### config.mk
export PLATFORM = sky130hd
export DESIGN_NAME = im_boot_loader_flat
export DESIGN_NICKNAME = d
export VERILOG_FILES = /design/src/rtl/im_boot_loader_if.sv /design/src/rtl/im_boot_loader.sv /design/src/flat_wrapper.sv
export SDC_FILE = /design/constraint.sdc
export NUM_CORES = 1
export LEC_CHECK = 0
export ABC_AREA = 1
export BUFFER_PORTS_ARGS = -buffer_cell sky130_fd_sc_hd__buf_2
export CORE_MARGIN = 5
export CORE_UTILIZATION = 52
export DETAILED_ROUTE_END_ITERATION = 16
export PLACE_DENSITY = 0.75
export RECOVER_POWER = 50
export SLEW_MARGIN = 0
export SYNTH_ARGS = -nofsm -noshare
export SYNTH_HDL_FRONTEND = slang
export SYNTH_SLANG_ARGS = --single-unit
export TNS_END_PERCENT = 5
### constraint.sdc
create_clock -name clk -period 3.8 [get_ports clk]
set_clock_uncertainty 0.1 [all_clocks]
set_input_delay 0.19 -clock clk [delete_from_list [all_inputs] [get_ports clk]]
set_output_delay 0.19 -clock clk [all_outputs]
set_load 0.03 [all_outputs]
### src/rtl/im_boot_loader_if.sv
// im_boot_loader_if: byte-stream input and instruction-memory write port of the boot loader
interface im_boot_loader_if #(
  parameter int AW = 10
);
  logic          rx_valid;
  logic [7:0]    rx_data;
  logic          rx_ready;
  logic          im_we;
  logic [AW-1:0] im_addr;
  logic [31:0]   im_wdata;
  modport master (input rx_valid, rx_data, output rx_ready, im_we, im_addr, im_wdata);
  modport slave (output rx_valid, rx_data, input rx_ready, im_we, im_addr, im_wdata);
endinterface

### src/rtl/im_boot_loader.sv
// im_boot_loader: loads a length-prefixed byte image into instruction memory, then releases CPU reset; LOADER_CHECKSUM_EN adds a trailing XOR checksum byte
module im_boot_loader #(
  parameter int AW      = 10,
  parameter int TIMEOUT = 100000
) (
  input  logic             clk,
  input  logic             rst,
  input  logic             start,
  im_boot_loader_if.master bus,
  output logic             cpu_rstn,
  output logic             busy,
  output logic             done,
  output logic             err
);
  localparam int DEPTH = 1 << AW;
  localparam int TW = TIMEOUT > 1 ? $clog2(TIMEOUT) : 1;
  localparam logic [TW-1:0] TO_LAST = TW'(TIMEOUT > 0 ? TIMEOUT - 1 : 0);
  typedef enum logic [2:0] {
    IDLE, LEN0, LEN1, DATA,
`ifdef LOADER_CHECKSUM_EN
    CHK,
`endif
    DONE, ERR
  } state_t;
`ifdef LOADER_CHECKSUM_EN
  localparam state_t FIN = CHK;
`else
  localparam state_t FIN = DONE;
`endif
  state_t        state, nxt;
  logic [15:0]   len, wcnt, n;
  logic [1:0]    bidx;
  logic [23:0]   sh;
  logic [TW-1:0] to_cnt;
  logic          acc, tout, last;
`ifdef LOADER_CHECKSUM_EN
  logic [7:0]    csum;
`endif
  function automatic logic rcv(state_t s);
`ifdef LOADER_CHECKSUM_EN
    return s == LEN0 || s == LEN1 || s == DATA || s == CHK;
`else
    return s == LEN0 || s == LEN1 || s == DATA;
`endif
  endfunction
  assign acc  = bus.rx_valid && bus.rx_ready;
  assign n    = {bus.rx_data, len[7:0]};
  assign last = bidx == 2'd3 && wcnt == len - 16'd1;
  assign tout = TIMEOUT > 0 && rcv(state) && !acc && to_cnt == TO_LAST;
  // next state from the current state, start and the byte being accepted
  always_comb begin
    nxt = state;
    if (tout) nxt = ERR;
    else
      case (state)
        IDLE, DONE, ERR: nxt = start ? LEN0 : state;
        LEN0: nxt = acc ? LEN1 : LEN0;
        LEN1: nxt = !acc ? LEN1 : n == 16'd0 ? FIN : 32'(n) > DEPTH ? ERR : DATA;
        DATA: nxt = acc && last ? FIN : DATA;
`ifdef LOADER_CHECKSUM_EN
        CHK: nxt = !acc ? CHK : bus.rx_data == csum ? DONE : ERR;
`endif
        default: nxt = IDLE;
      endcase
  end
  // state, byte assembly, memory write pulse and registered status outputs
  always_ff @(posedge clk or posedge rst) begin
    if (rst) begin
      state        <= IDLE;
      bus.rx_ready <= 1'b0;
      bus.im_we    <= 1'b0;
      bus.im_addr  <= '0;
      bus.im_wdata <= '0;
      cpu_rstn     <= 1'b0;
      busy         <= 1'b0;
      done         <= 1'b0;
      err          <= 1'b0;
      len          <= '0;
      wcnt         <= '0;
      bidx         <= '0;
      sh           <= '0;
      to_cnt       <= '0;
`ifdef LOADER_CHECKSUM_EN
      csum         <= '0;
`endif
    end else begin
      state        <= nxt;
      bus.rx_ready <= rcv(nxt);
      busy         <= rcv(nxt);
      done         <= nxt == DONE;
      err          <= nxt == ERR;
      cpu_rstn     <= state == DONE && nxt == DONE;
      bus.im_we    <= state == DATA && acc && bidx == 2'd3;
      to_cnt       <= rcv(state) && !acc ? to_cnt + 1'b1 : '0;
      if (acc && state == LEN0) len[7:0] <= bus.rx_data;
      if (acc && state == LEN1) len[15:8] <= bus.rx_data;
      if (acc && state == DATA) begin
        sh   <= {bus.rx_data, sh[23:8]};
        bidx <= bidx + 2'd1;
`ifdef LOADER_CHECKSUM_EN
        csum <= csum ^ bus.rx_data;
`endif
        if (bidx == 2'd3) begin
          bus.im_addr  <= AW'(wcnt);
          bus.im_wdata <= {bus.rx_data, sh};
          wcnt         <= wcnt + 16'd1;
        end
      end
      if (start && !rcv(state)) begin
        bus.im_addr <= '0;
        wcnt        <= '0;
        bidx        <= '0;
`ifdef LOADER_CHECKSUM_EN
        csum        <= '0;
`endif
      end
    end
  end
endmodule

### src/flat_wrapper.sv
// flat-port wrapper written by rule: the top's interface ports become plain ports
module im_boot_loader_flat 
#(
  parameter int AW      = 10,
  parameter int TIMEOUT = 100000
)
  (clk, rst, start, cpu_rstn, busy, done, err, bus_rx_valid, bus_rx_data, bus_rx_ready, bus_im_we, bus_im_addr, bus_im_wdata);
  im_boot_loader_if #(.AW(AW)) bus_i ();
  input  logic clk;
  input  logic rst;
  input  logic start;
  output logic cpu_rstn;
  output logic busy;
  output logic done;
  output logic err;
  input wire logic [$bits(bus_i.rx_valid)-1:0] bus_rx_valid;
  input wire logic [$bits(bus_i.rx_data)-1:0] bus_rx_data;
  output wire logic [$bits(bus_i.rx_ready)-1:0] bus_rx_ready;
  output wire logic [$bits(bus_i.im_we)-1:0] bus_im_we;
  output wire logic [$bits(bus_i.im_addr)-1:0] bus_im_addr;
  output wire logic [$bits(bus_i.im_wdata)-1:0] bus_im_wdata;
  assign bus_i.rx_valid = bus_rx_valid;
  assign bus_i.rx_data = bus_rx_data;
  assign bus_rx_ready = bus_i.rx_ready;
  assign bus_im_we = bus_i.im_we;
  assign bus_im_addr = bus_i.im_addr;
  assign bus_im_wdata = bus_i.im_wdata;
  im_boot_loader #(.AW(AW), .TIMEOUT(TIMEOUT)) u_core (.clk(clk), .rst(rst), .start(start), .bus(bus_i), .cpu_rstn(cpu_rstn), .busy(busy), .done(done), .err(err));
endmodule
# --- Word-level counts from Yosys, hierarchy flattened ---
# Cells that the tools add are included.
word_totals:
  input_bits: 12
  regBits: 125
  out_inout_bits: 48
  wordCells: 73
classes:
  n_lt_le_gt_ge: 1
  n_addsub: 4
  muxes: 17
  n_eq_ne: 13
  reduce_logical: 24
ops:
  columns: ["op", "count"]
  rows:
  - ["$mux 16", 3]
  - ["$mux 10", 3]
  - ["$mux 3", 6]
  - ["$add 17x1->17 const B", 1]
  - ["$eq 17x17->1 const B", 1]
  - ["$mux 17", 1]
  - ["$add 16x1->16 const B", 1]
  - ["$eq 16x16->1", 1]
  - ["$gt 16x11->1 const B", 1]
  - ["$logic_not 16->1", 1]
  - ["$sub 16x1->16 const B", 1]
  - ["$eq 3x2->1 const B", 4]
  - ["$eq 3x3->1 const B", 4]
  - ["$pmux 3 s4", 1]
  - ["$logic_and 1x1->1", 11]
  - ["$eq 3x1->1 const B", 2]
  - ["$mux 2", 3]
  - ["$logic_or 1x1->1", 4]
  - ["$reduce_and 2->1", 2]
  - ["$reduce_bool 2->1", 2]
  - ["$logic_not 3->1", 1]
  - ["$reduce_or 3->1", 1]
  - ["$add 2x1->2 const B", 1]
  - ["$eq 2x2->1 const B", 1]
  - ["$logic_not 1->1", 2]

# --- Logic depth before layout (Yosys ltp) ---
# Gate-level depths: netlist (run 1).
depth:
  word_depth: 10
  depth_mapped: 18
  mapped_depth_nobuf: 18

# --- Worst setup path before layout (run 1) ---
# OpenSTA, ideal clock, no wires.
synth_path:
  path_kind: "reg2reg"
  from: "register u_core.len[0]"
  to: "register u_core.cpu_rstn"
  setup_time_ns: 0.069
  t_required_ns: 3.631
  arrival_time_ns: 1.754
  path_buffers: 0
  period_less_slack_ns: 1.924
  setup_slack_ns: 1.876
  stages_incl_launch_ff: 16
  path_cell_list: "dfrtp_1 -> inv_1 -> ha_1 -> nand2_4 -> nor2_8 -> nand2_4 -> nor2_2 -> xor2_1 -> inv_1 -> nor2_2 -> nand2_1 -> nand2_2 -> nand3_2 -> clkinv_2 -> nand2_2 -> nor2_2"
synth_via:
  elab_chain_cells: 9
  elab_cells_between_ends: 14
  cone_classes: "1 x add/sub; 1 x order compare; 2 x eq/ne; 6 x mux; 4 x reduce/logical"
synth_rtl:
  columns: ["element", "line_no", "source"]
  rows:
  - ["from (decl)", "im_boot_loader.sv:31", "logic [15:0] len, wcnt, n;"]
  - ["from (signal assigned)", "im_boot_loader.sv:95", "if (acc && state == LEN0) len[7:0] <= bus.rx_data;"]
  - ["$sub 16x1->16", "im_boot_loader.sv:48", "assign last = bidx == 2'd3 && wcnt == len - 16'd1;"]
  - ["$eq 16x16->1", "im_boot_loader.sv:48", null]
  - ["$logic_and 1x1->1", "im_boot_loader.sv:48", null]
  - ["$logic_and 1x1->1", "im_boot_loader.sv:59", "DATA: nxt = acc && last ? FIN : DATA;"]
  - ["$mux 3", "im_boot_loader.sv:59", null]
  - ["$pmux 3 s4 *", "im_boot_loader.sv:55", "case (state)"]
  - ["$mux 3 *", "im_boot_loader.sv:53", "if (tout) nxt = ERR;"]
  - ["via u_core.nxt[0]", "im_boot_loader.sv:30", "state_t state, nxt;"]
  - ["$eq 3x3->1 *", "im_boot_loader.sv:92", "cpu_rstn <= state == DONE && nxt == DONE;"]
  - ["$logic_and 1x1->1 *", "im_boot_loader.sv:92", null]
  - ["to (signal assigned)", "im_boot_loader.sv:74", "cpu_rstn <= 1'b0;"]
  - ["to (signal assigned)", "im_boot_loader.sv:92", null]
  - ["to (decl)", "im_boot_loader.sv:10", "output logic cpu_rstn,"]
# The timed path passes the listed nets; every way through them passes the cells marked *.
# A chain may end at the register's enable or synchronous reset.

# --- Final worst setup path (run 1) ---
layout_path:
  from: "register u_core.bus.rx_ready"
  to: "register u_core.done"
layout_via:
  elab_chain_cells: 6
  elab_cells_between_ends: 11
  cone_classes: "1 x eq/ne; 5 x mux; 5 x reduce/logical"
layout_rtl:
  columns: ["element", "line_no", "source"]
  rows:
  - ["from (decl)", "im_boot_loader_if.sv:11", "modport master (input rx_valid, rx_data, output rx_ready, im_we, im_addr, im_wdata);"]
  - ["from (signal assigned)", "im_boot_loader.sv:88", "bus.rx_ready <= rcv(nxt);"]
  - ["$logic_and 1x1->1 *", "im_boot_loader.sv:46", "assign acc = bus.rx_valid && bus.rx_ready;"]
  - ["$logic_and 1x1->1 / $logic_not 1->1 (equally long branches)", "im_boot_loader.sv:59, im_boot_loader.sv:49", null]
  - ["$mux 3 / $logic_and 1x1->1 (equally long branches)", "im_boot_loader.sv:59, im_boot_loader.sv:49", null]
  - ["$pmux 3 s4 / $logic_and 1x1->1 (equally long branches)", "im_boot_loader.sv:55, im_boot_loader.sv:49", null]
  - ["$mux 3 *", "im_boot_loader.sv:53", null]
  - ["via u_core.nxt[0]", "im_boot_loader.sv:30", null]
  - ["$eq 3x3->1 *", "im_boot_loader.sv:90", "done <= nxt == DONE;"]
  - ["to (signal assigned)", "im_boot_loader.sv:76", "done <= 1'b0;"]
  - ["to (signal assigned)", "im_boot_loader.sv:90", null]
  - ["to (decl)", "im_boot_loader.sv:12", "output logic done,"]
# Marks and branches as above.

==> results.json, run 1 <==
{
  "fillerInstances": 925,
  "post-dp-hpwl_um": 9520,
  "cp_common_cell": "inv_1",
  "drt_wl_total_um": 13700,
  "drtIter0Drc": 432,
  "power_density_mw_per_mm2": 673,
  "synth_ff_type": "dfrtp_1",
  "critPathMaxFanout": 13,
  "crit_type": "flip-flop to flip-flop",
  "gr-usage-met2_pct": 38.0,
  "crit_cells": 10,
  "leakage_nw": 3.30,
  "cts_tree": "yes",
  "ys_ff_latch": 125,
  "use_met3_pct": 6.79,
  "synth_cell_types": 43,
  "slew_viol_final": 0,
  "synth_edf_count": 0,
  "vias": 4910,
  "tightest_slew_ns": 1.48,
  "cts_resized": 0,
  "dieWidth_um": 116,
  "die_h_um": 116,
  "async_reset_ff_share_pct": 100,
  "grtUsageTotal_pct": 22.0,
  "rows": 38,
  "ios": 60,
  "first_pass_iters": 6,
  "syn_area_mm2": 0.00587,
  "syn_inst": 706,
  "clkTransAtPathRegs_ns": 0.06,
  "start_util_pct": 53.6,
  "path_cells": "nand2_1, inv_1, nor3_1, inv_2, nor4_1, inv_1, nand3_2, clkinv_2, nand2_2, inv_1",
  "peakVddDrop_mv": 0.383,
  "grt-ovfl-total": 0,
  "synth_commonest_cells": "179 x nand2_1, 125 x dfrtp_1, 86 x o21ai_0",
  "end_kind": "flip-flop",
  "tns_ns": 0,
  "grt_max_degree": 78,
  "required_ns": 4.01,
  "clkLatencyLatePin_ns": 0.42,
  "finalNonFillerCells": 920,
  "clock-sinks": 125,
  "yosys-top-cells-area": "dfrtp_1 53%, nand2_1 11%, o21ai_0 7.3%",
  "cts_root_buf": "clkbuf_16",
  "critical_path_buf_inv_count": 5,
  "r2r_cells": 10,
  "dieArea_mm2": 0.0135,
  "grt_setup_unrepaired": "no",
  "wire_per_inst_um": 14.9,
  "slowest_delay_ns": 0.77,
  "grt_pass1_vias": 5005,
  "drtAntennaViolNets": 0,
  "layout.nets": 784,
  "globalplace.congestion": 0.803,
  "holdPathStages": 3,
  "period_minus_slack_ns": 2.75,
  "grt.met1_usage_pct": 25.9,
  "synth_top_area_share_pct": 53.3,
  "h-tree-depth": 4,
  "fmax_ghz": 0.363,
  "crit_family": "simple AND/OR/NAND/NOR gates",
  "yosysSeqAreaShare_pct": 53.3,
  "finalSetupViolCount": 0,
  "design_area_mm2": 0.00686,
  "place_ws_ns": 1.31,
  "placedInstanceArea_mm2": 0.00628,
  "port_buffers": 59,
  "cp_slowest_cell": "nor3_1",
  "start_kind": "flip-flop",
  "vias_per_cell": 5.34,
  "cts_made_buffers": 17,
  "cts_buffer_depth": 2,
  "avgSynthCellArea_um2": 8.31,
  "antenna_found_initial": 0,
  "drc_errors": 0,
  "hold_viol": 0,
  "synth_top_area_cell": "dfrtp_1",
  "drive_gt1_share_pct": 9.10,
  "post-route-period-util_pct": 72.4,
  "cts_setup_buffers": 0,
  "grt_pass1_wl_um": 23200,
  "top_usage_layer": "met2",
  "synth-warning-count": 0,
  "syn-num-nets": 722,
  "dpl.cell_count": 888,
  "hold_buffers": 1,
  "syn_to_final_growth_pct": 17.0,
  "core_mm2": 0.0109,
  "yosysMostFrequentCell": "nand2_1",
  "arrival_ns": 2.96,
  "drv_cap": 0,
  "diodes": 0,
  "outcome": "finished, final reports clean",
  "hp-class": "input pin to flip-flop",
  "layout_setup_ws_ns": 1.05,
  "maxSlewHeadroom_pct": 1.52
}
registers in the layout, summed over array words and instances (netlist names), 2 cells and up:
register	flops
u_core.sh	24
u_core.wcnt	16
u_core.to_cnt	17
u_core.bus.im_wdata	32
u_core.bus.im_addr	10
u_core.len	16
u_core.state	3
u_core.bidx	2
worst paths after layout:
check	from	to	slack [ns]
hold reg to reg	u_core.bus.im_wdata[0]	u_core.bus.im_wdata[0]	0.37
setup reg to reg	u_core.bus.rx_ready	u_core.done	1.05
max in group asynchronous	rst	u_core.bus.im_wdata[26]	1.33
min in group asynchronous	rst	u_core.sh[19]	0.42
hold / removal	start	u_core.state[0]	0.03
setup / recovery	u_core.bus.rx_ready	u_core.done	1.05
layout by cell type, fill, tap and decap left out, types with 3 or more instances in the layout:
| cell type | n |
|---|---|
| a21oi_1 | 22 |
| nand3_1 | 32 |
| clkbuf_16 | 17 |
| inv_1 | 83 |
| nand4_1 | 12 |
| clkbuf_1 | 53 |
| o21a_1 | 4 |
| buf_4 | 3 |
| o21ai_1 | 5 |
| clkinv_4 | 3 |
| dfrtp_1 | 125 |
| xor2_1 | 7 |
| nor2_2 | 9 |
| a31oi_1 | 5 |
| buf_2 | 10 |
| nand2_2 | 6 |
| nor2_1 | 57 |
| o21ai_0 | 85 |
| bufinv_16 | 5 |
| nand2_1 | 179 |
| xnor2_1 | 4 |
| nor3_1 | 15 |
| ha_1 | 4 |
| a21boi_0 | 3 |
tightest hold or removal path: cells and delay by family:
| family | cells | cell delay (ns) |
|---|---|---|
| and+or+nand+nor | 1 | 0.09 |
| AOI/OAI and AO/OA | 1 | 0.10 |
| buffers and inverters | 1 | 0.12 |
where the power goes:
part | internal, W | switching (W)
logic | 0.000358 | 0.000772
clock network | 0.00118 | 0.000576
registers | 0.00154 | 0.000192
stage by stage:
step / hold WS, ns / utilization, % / power, W
after global routing: 0.0224 / 62.8 / 0.00490
after global placement: 0.315 / 57.5 / 0.00281
after CTS: 0.0128 / 63.4 / 0.00464
after floorplan: 0.276 / - / 0.00259
after detailed placement: 0.335 / 57.5 / 0.00288
final: 0.0310 / 62.8 / 0.00462
cells by family after synthesis:
| kind of cell | count (synthesis) | share of synthesized area, % |
|---|---|---|
| and+or+nand+nor | 326 | 25.2 |
| AOI/OAI and AO/OA | 130 | 11.8 |
| DFF | 125 | 53.3 |
| buffers and inverters | 110 | 7.19 |
| xor gates and xnor gates | 11 | 1.64 |
| adders and majority gates | 4 | 0.853 |
cell type report:
| class | instances | area [µm²] | area share, % |
|---|---|---|---|
| inverters | 89 | 338 | 4.92 |
| clock buffers | 21 | 450 | 6.56 |
| repair buffers | 64 | 270 | 3.94 |
| flip-flops and latches | 125 | 3130 | 45.6 |
| multi-input cells | 471 | 2310 | 33.7 |
| well taps | 140 | 175 | 2.55 |
| clock inverters | 10 | 189 | 2.75 |
per-layer routing:
metal | vias to the layer above | part of all wire, %
met1 | 2354 | 42
met4 | 0 | 1.8
met5 | - | 0
li1 | 2398 | -
met2 | 133 | 51
met3 | 25 | 5.8
Note: power is estimated with default switching activity, not from simulation.
==> run 2, diff against run 1 <==
- clock period: 3.8 -> 2.2 ns (I/O delays scaled with it)
==> run 2 against run 1 <==
Compared with the run above: first-iteration DRC count fell by 3.7%; flip-flop and latch count did not move; via count rose by 3.8%; count of clock-buffer cells in the layout fell by 4; fmax rose by 30%; global-route usage rose by 0.65 points; cell area rose by 3.8%; hold slack got worse by 0.028 ns.
==> results.json, run 2 (synthesis results as in run 1) <==
{
  "grt_max_degree": 78,
  "layout.nets": 807,
  "port_buffers": 59,
  "vias": 5096,
  "grtUsageTotal_pct": 22.6,
  "period_minus_slack_ns": 2.12,
  "dieArea_mm2": 0.0135,
  "hold_ws_ns": 0.00281,
  "power_switching_w": 0.00285,
  "cts_made_buffers": 17,
  "seq_power_share_pct": 37.1,
  "diodes": 0,
  "drtIter0Drc": 416,
  "r2r_end": "u_core.cpu_rstn",
  "reg2reg_from": "u_core.len[1]",
  "holdPathStages": 3,
  "clkTransAtPathRegs_ns": 0.06,
  "grt_pass1_vias": 5066,
  "required_ns": 2.45,
  "critPathMaxFanout": 3,
  "final_cell_mix": "179 x nand2_1, 125 x dfrtp_1, 84 x o21ai_0",
  "rows": 38,
  "start_kind": "flip-flop",
  "grt_pass1_wl_um": 23800,
  "die_h_um": 116,
  "drv_cap": 0,
  "grt-ovfl-total": 0,
  "maxSlewHeadroom_pct": 24.0,
  "tightest_slew_ns": 1.13,
  "path_cells": "inv_1, ha_4, nor2_1, nor2_1, nand4_1, nor2_1, nand2_1, nor2_1, nand2_1, nor2_2, nand2_1, nand2_2, nand3_2, clkinv_2, nand2_2, nor2_2",
  "grt_setup_unrepaired": "yes",
  "start_util_pct": 53.6,
  "finalSetupViolCount": 0,
  "leakage_nw": 3.44,
  "r2r_cells": 16,
  "cp_common_cell": "nor2_1",
  "design_area_mm2": 0.00713,
  "largest_reg_flops": 32,
  "end_kind": "flip-flop",
  "rrSetupSlack_ns": 0.08,
  "vias_per_cell": 5.40,
  "outcome": "finished, final reports clean",
  "slew_viol_final": 0,
  "power_density_mw_per_mm2": 1150,
  "clock-sinks": 125,
  "globalplace.congestion": 0.892,
  "ios": 60,
  "core_mm2": 0.0109,
  "top_regs": "u_core.bus.im_wdata: 32 flops, u_core.sh: 24 flops, u_core.to_cnt: 17 flops",
  "clkPwrFrac_pct": 37.0,
  "hold_path.startpoint": "bus_rx_data[0]",
  "drt_wl_total_um": 14000,
  "antenna_found_initial": 0,
  "hold_end": "u_core.len[0]",
  "fillerInstances": 896,
  "crit_type": "flip-flop to flip-flop",
  "clkLatencyLatePin_ns": 0.43,
  "critical_path_buf_inv_count": 2,
  "p_comb_share_pct": 25.9,
  "drtAntennaViolNets": 0,
  "cp_slowest_cell": "dfrtp_1",
  "top_register": "u_core.bus.im_wdata",
  "drc_errors": 0,
  "p_int_w": 0.00531,
  "arrival_ns": 2.38,
  "peakVddDrop_mv": 0.897,
  "cts_tree": "yes",
  "fmax_ghz": 0.471,
  "post-dp-hpwl_um": 9630,
  "cts_root_buf": "clkbuf_16",
  "crit_family": "simple AND/OR/NAND/NOR gates",
  "cts_buffer_depth": 2,
  "wire_per_inst_um": 14.9,
  "drive_gt1_share_pct": 12.9,
  "post-route-period-util_pct": 96.6,
  "dieWidth_um": 116,
  "slowest_delay_ns": 0.37,
  "layout_commonest_cell": "nand2_1",
  "power.total_w": 0.00816,
  "switching_share_pct": 34.9,
  "hold_viol": 0,
  "syn_to_final_growth_pct": 21.5,
  "h-tree-depth": 4,
  "hp-class": "input pin to flip-flop",
  "placedInstanceArea_mm2": 0.00642,
  "first_pass_iters": 6
}
==> run 2: cell types whose count changed in the layout (fill, tap and decap cells not counted), moves of 2 or more <==
cell,previous run,this run
buf_12,0,2
buf_2,10,13
buf_4,3,16
clkbuf_1,53,46
clkinv_4,3,1
clkinvlp_4,1,3
dlygate4sd3_1,1,9
inv_6,0,6
nor2_1,57,52
nor2_2,9,14
nor3_1,15,13
==> run 2: tightest hold or removal path: stages <==
cell and delay (ns):
buf_2 0.09, inv_1 0.12, o21ai_0 0.17
==> run 2: area by class of cell <==
cell class,instances,area (µm²),area share (%)
Clock inverter,15,209,2.93
Sequential cell,125,3130,43.9
Clock buffer,17,425,5.97
Inverter,89,337,4.72
Timing Repair Buffer,87,495,6.95
Tap cell,140,175,2.46
Multi-Input combinational cell,471,2360,33.1
==> run 2: per-layer routing <==
metal  track usage [%]  part of all wire [%]  vias to the layer above
met1              29.9                    44                     2471
met5                 0                     0                        -
met4              9.05                   2.2                        0
met3              6.22                   5.4                       29
met2              35.5                    48                      160
li1                  -                     -                     2436
==> run 2: metrics by stage <==
step	worst slack [ns]	TNS (ns)	utilization, %	cells
6_report	0.0751	0	65.2	944
5_1_grt	-0.0904	-0.230	65.2	944
4_1_cts	0.0211	0	65.3	942
3_5_place_dp	0.0639	0	58.7	901
3_3_place_gp	0.147	0	58.7	901
2_1_floorplan	0.276	0	-	706
==> run 2: worst max path at each step <==
stage	startpoint	end	slack, ns	cells past startpoint
5_1_grt	u_core.len[1]	u_core.cpu_rstn	-0.09	16
2_1_floorplan	u_core.len[0]	u_core.cpu_rstn	0.28	15
4_1_cts	u_core.len[0]	u_core.cpu_rstn	0.02	16
3_3_place_gp	u_core.len[0]	u_core.cpu_rstn	0.15	16
3_5_place_dp	u_core.len[0]	u_core.cpu_rstn	0.06	16
6_report	u_core.len[1]	u_core.cpu_rstn	0.08	16
==> run 2: power groups by stage <==
stage / Sequential [W] / Clock [W] / Combinational (W)
final: 0.00303 / 0.00302 / 0.00212
after floorplan: 0.00298 / 0 / 0.00150
after detailed placement: 0.00303 / 0 / 0.00201
after global placement: 0.00301 / 0 / 0.00192
after CTS: 0.00301 / 0.00305 / 0.00205
after global routing: 0.00306 / 0.00318 / 0.00240
==> run 2: what timing repair did <==
action / CTS / global route
hold endpoints to repair: 46 / 0
resized for setup: 0 / 12
buffers inserted: 0 / 2
hold buffers: 9 / 0
setup endpoints to repair: 0 / 11
==> run 3, diff against run 2 <==
- PLACE_DENSITY: 0.75 -> 0.78
==> run 3 against run 2 <==
Compared with the run above: non-clock buffer count down 2; critical path type unchanged; largest cell class unchanged; largest power group unchanged; combinational power about the same; routed wire length down 2.0%; core utilization down 0.41 points; critical endpoint unchanged; hold slack better by 0.13 ns.
==> results.json, run 3 (synthesis results as in run 1) <==
{
  "hp-class": "input pin to flip-flop",
  "critPathMaxFanout": 6,
  "path_cells": "inv_2, ha_4, nand2_4, nor2_8, nand2_4, nand3_1, nand2_1, nor2_1, nand2_1, nor2_2, nand2_1, nand2_2, nand3_2, clkinv_2, nand2_2, nor2_2",
  "largest_reg_flops": 32,
  "fillerInstances": 900,
  "outcome": "finished, final reports clean",
  "drv_cap": 0,
  "rows": 38,
  "vias": 4974,
  "grt_max_degree": 57,
  "clkLatencyLatePin_ns": 0.42,
  "tightest_slew_ns": 0.964,
  "layout_commonest_cell": "nand2_1",
  "drive_gt1_share_pct": 15.9,
  "period_minus_slack_ns": 2.12,
  "layout.nets": 805,
  "cts_tree": "yes",
  "cp_slowest_cell": "dfrtp_1",
  "slew_viol_final": 0,
  "antenna_found_initial": 0,
  "drt_wl_total_um": 13800,
  "diodes": 0,
  "start_util_pct": 53.6,
  "syn_to_final_growth_pct": 20.7,
  "route.met2.wl_um": 6730,
  "grt_setup_unrepaired": "yes",
  "grt_pass1_vias": 4965,
  "drc_errors": 0,
  "layout_setup_ws_ns": 0.0804,
  "leakage_nw": 3.50,
  "power_density_mw_per_mm2": 1110,
  "grt_pass1_wl_um": 24000,
  "end_kind": "flip-flop",
  "ios": 60,
  "post-route-period-util_pct": 96.3,
  "place_ws_ns": 0.0400,
  "cts_buffer_depth": 2,
  "wire_per_inst_um": 14.6,
  "top_register": "u_core.bus.im_wdata",
  "core_mm2": 0.0109,
  "drtIter0Drc": 333,
  "port_buffers": 59,
  "h-tree-depth": 4,
  "fmax_ghz": 0.472,
  "cts_made_buffers": 17,
  "dr_wl_met3_um": 665,
  "top_regs": "u_core.bus.im_wdata: 32 flops, u_core.sh: 24 flops, u_core.to_cnt: 17 flops",
  "finalSetupViolCount": 0,
  "wl_met1_um": 6170,
  "arrival_ns": 2.37,
  "maxSlewHeadroom_pct": 35.4,
  "top_layer": "met4",
  "peakVddDrop_mv": 0.687,
  "grt-ovfl-total": 0,
  "hold_ws_ns": 0.133,
  "required_ns": 2.45,
  "final_cell_mix": "178 x nand2_1, 125 x dfrtp_1, 83 x o21ai_0",
  "cp_common_cell": "nand2_1",
  "die_h_um": 116,
  "crit_type": "flip-flop to flip-flop",
  "drtAntennaViolNets": 0,
  "dieArea_mm2": 0.0135,
  "cts_root_buf": "clkbuf_16",
  "globalplace.congestion": 0.887,
  "clock-sinks": 125,
  "start_kind": "flip-flop",
  "dieWidth_um": 116,
  "vias_per_cell": 5.29,
  "post-dp-hpwl_um": 9730,
  "clkTransAtPathRegs_ns": 0.06,
  "hold_viol": 0,
  "slowest_delay_ns": 0.42,
  "first_pass_iters": 5,
  "grtUsageTotal_pct": 22.6
}
[run 3: cell count changes in the layout (fill, tap and decap cells not counted), moves of 2 or more]
cell        delta
buf_2         +26
clkinvlp_4     -3
clkinv_4       +3
clkbuf_1      -24
buf_4          -4
inv_6          -3
bufinv_16      -2
clkinv_2       +2
clkbuf_8       +2
[run 3: final cells by class]
type	count	area, µm²	share of cell area (%)
Tap cell	140	175	2.47
Multi-Input combinational cell	471	2360	33.3
Timing Repair Buffer	85	495	7.00
Sequential cell	125	3130	44.2
Clock buffer	19	453	6.40
Clock inverter	12	136	1.93
Inverter	89	337	4.75
[run 3: metal layers]
metal / up-vias / GRT usage [%]
met1: 2391 / 30.4
li1: 2450 / -
met5: - / 0
met3: 17 / 6.42
met4: 0 / 6.88
met2: 116 / 35.9
[run 3: worst max-delay path, delay by kind of cell, from the launching register on]
family	cells	cell delay [ns]
flip-flops	1	0.42
buffers and inverters	2	0.19
adder cells (fa/ha/maj)	1	0.16
AND/OR/NAND/NOR	13	1.16
[run 3: worst paths after layout]
check / start / end / slack (ns) / depth (start not counted)
max in group asynchronous: rst / u_core.bus.im_addr[2] / 0.39 / 4
min in group asynchronous: rst / u_core.bus.im_wdata[14] / 0.28 / 3
max reg2reg: u_core.len[0] / u_core.cpu_rstn / 0.08 / 16
min reg2reg: u_core.bus.im_wdata[4] / u_core.bus.im_wdata[4] / 0.37 / 2
max: u_core.len[0] / u_core.cpu_rstn / 0.08 / 16
min: bus_rx_valid / u_core.bus.im_we / 0.13 / 5
[run 3: stage by stage]
stage / cells / utilization, % / setup TNS [ns] / total power (W) / cell area, µm²
CTS: 940 / 64.9 / 0 / 0.00786 / 7090
detailed placement: 899 / 58.6 / 0 / 0.00504 / 6400
global route: 941 / 64.8 / -0.516 / 0.00840 / 7080
global placement: 899 / 58.6 / 0 / 0.00494 / 6400
finish: 941 / 64.8 / 0 / 0.00789 / 7080
floorplan: 706 / - / 0 / 0.00448 / 5870
[run 3: repair_timing]
item                                    CTS  global route
buffers inserted                          0             1
endpoints found under the setup margin    0            14
hold endpoints to repair                 50             0
hold buffers                             10             0
resized for setup                         0            15
[run 3: report_power, final]
group	internal [W]	switching (W)
registers	0.00266	0.000356
clock network	0.00173	0.00104
logic	0.000734	0.00137
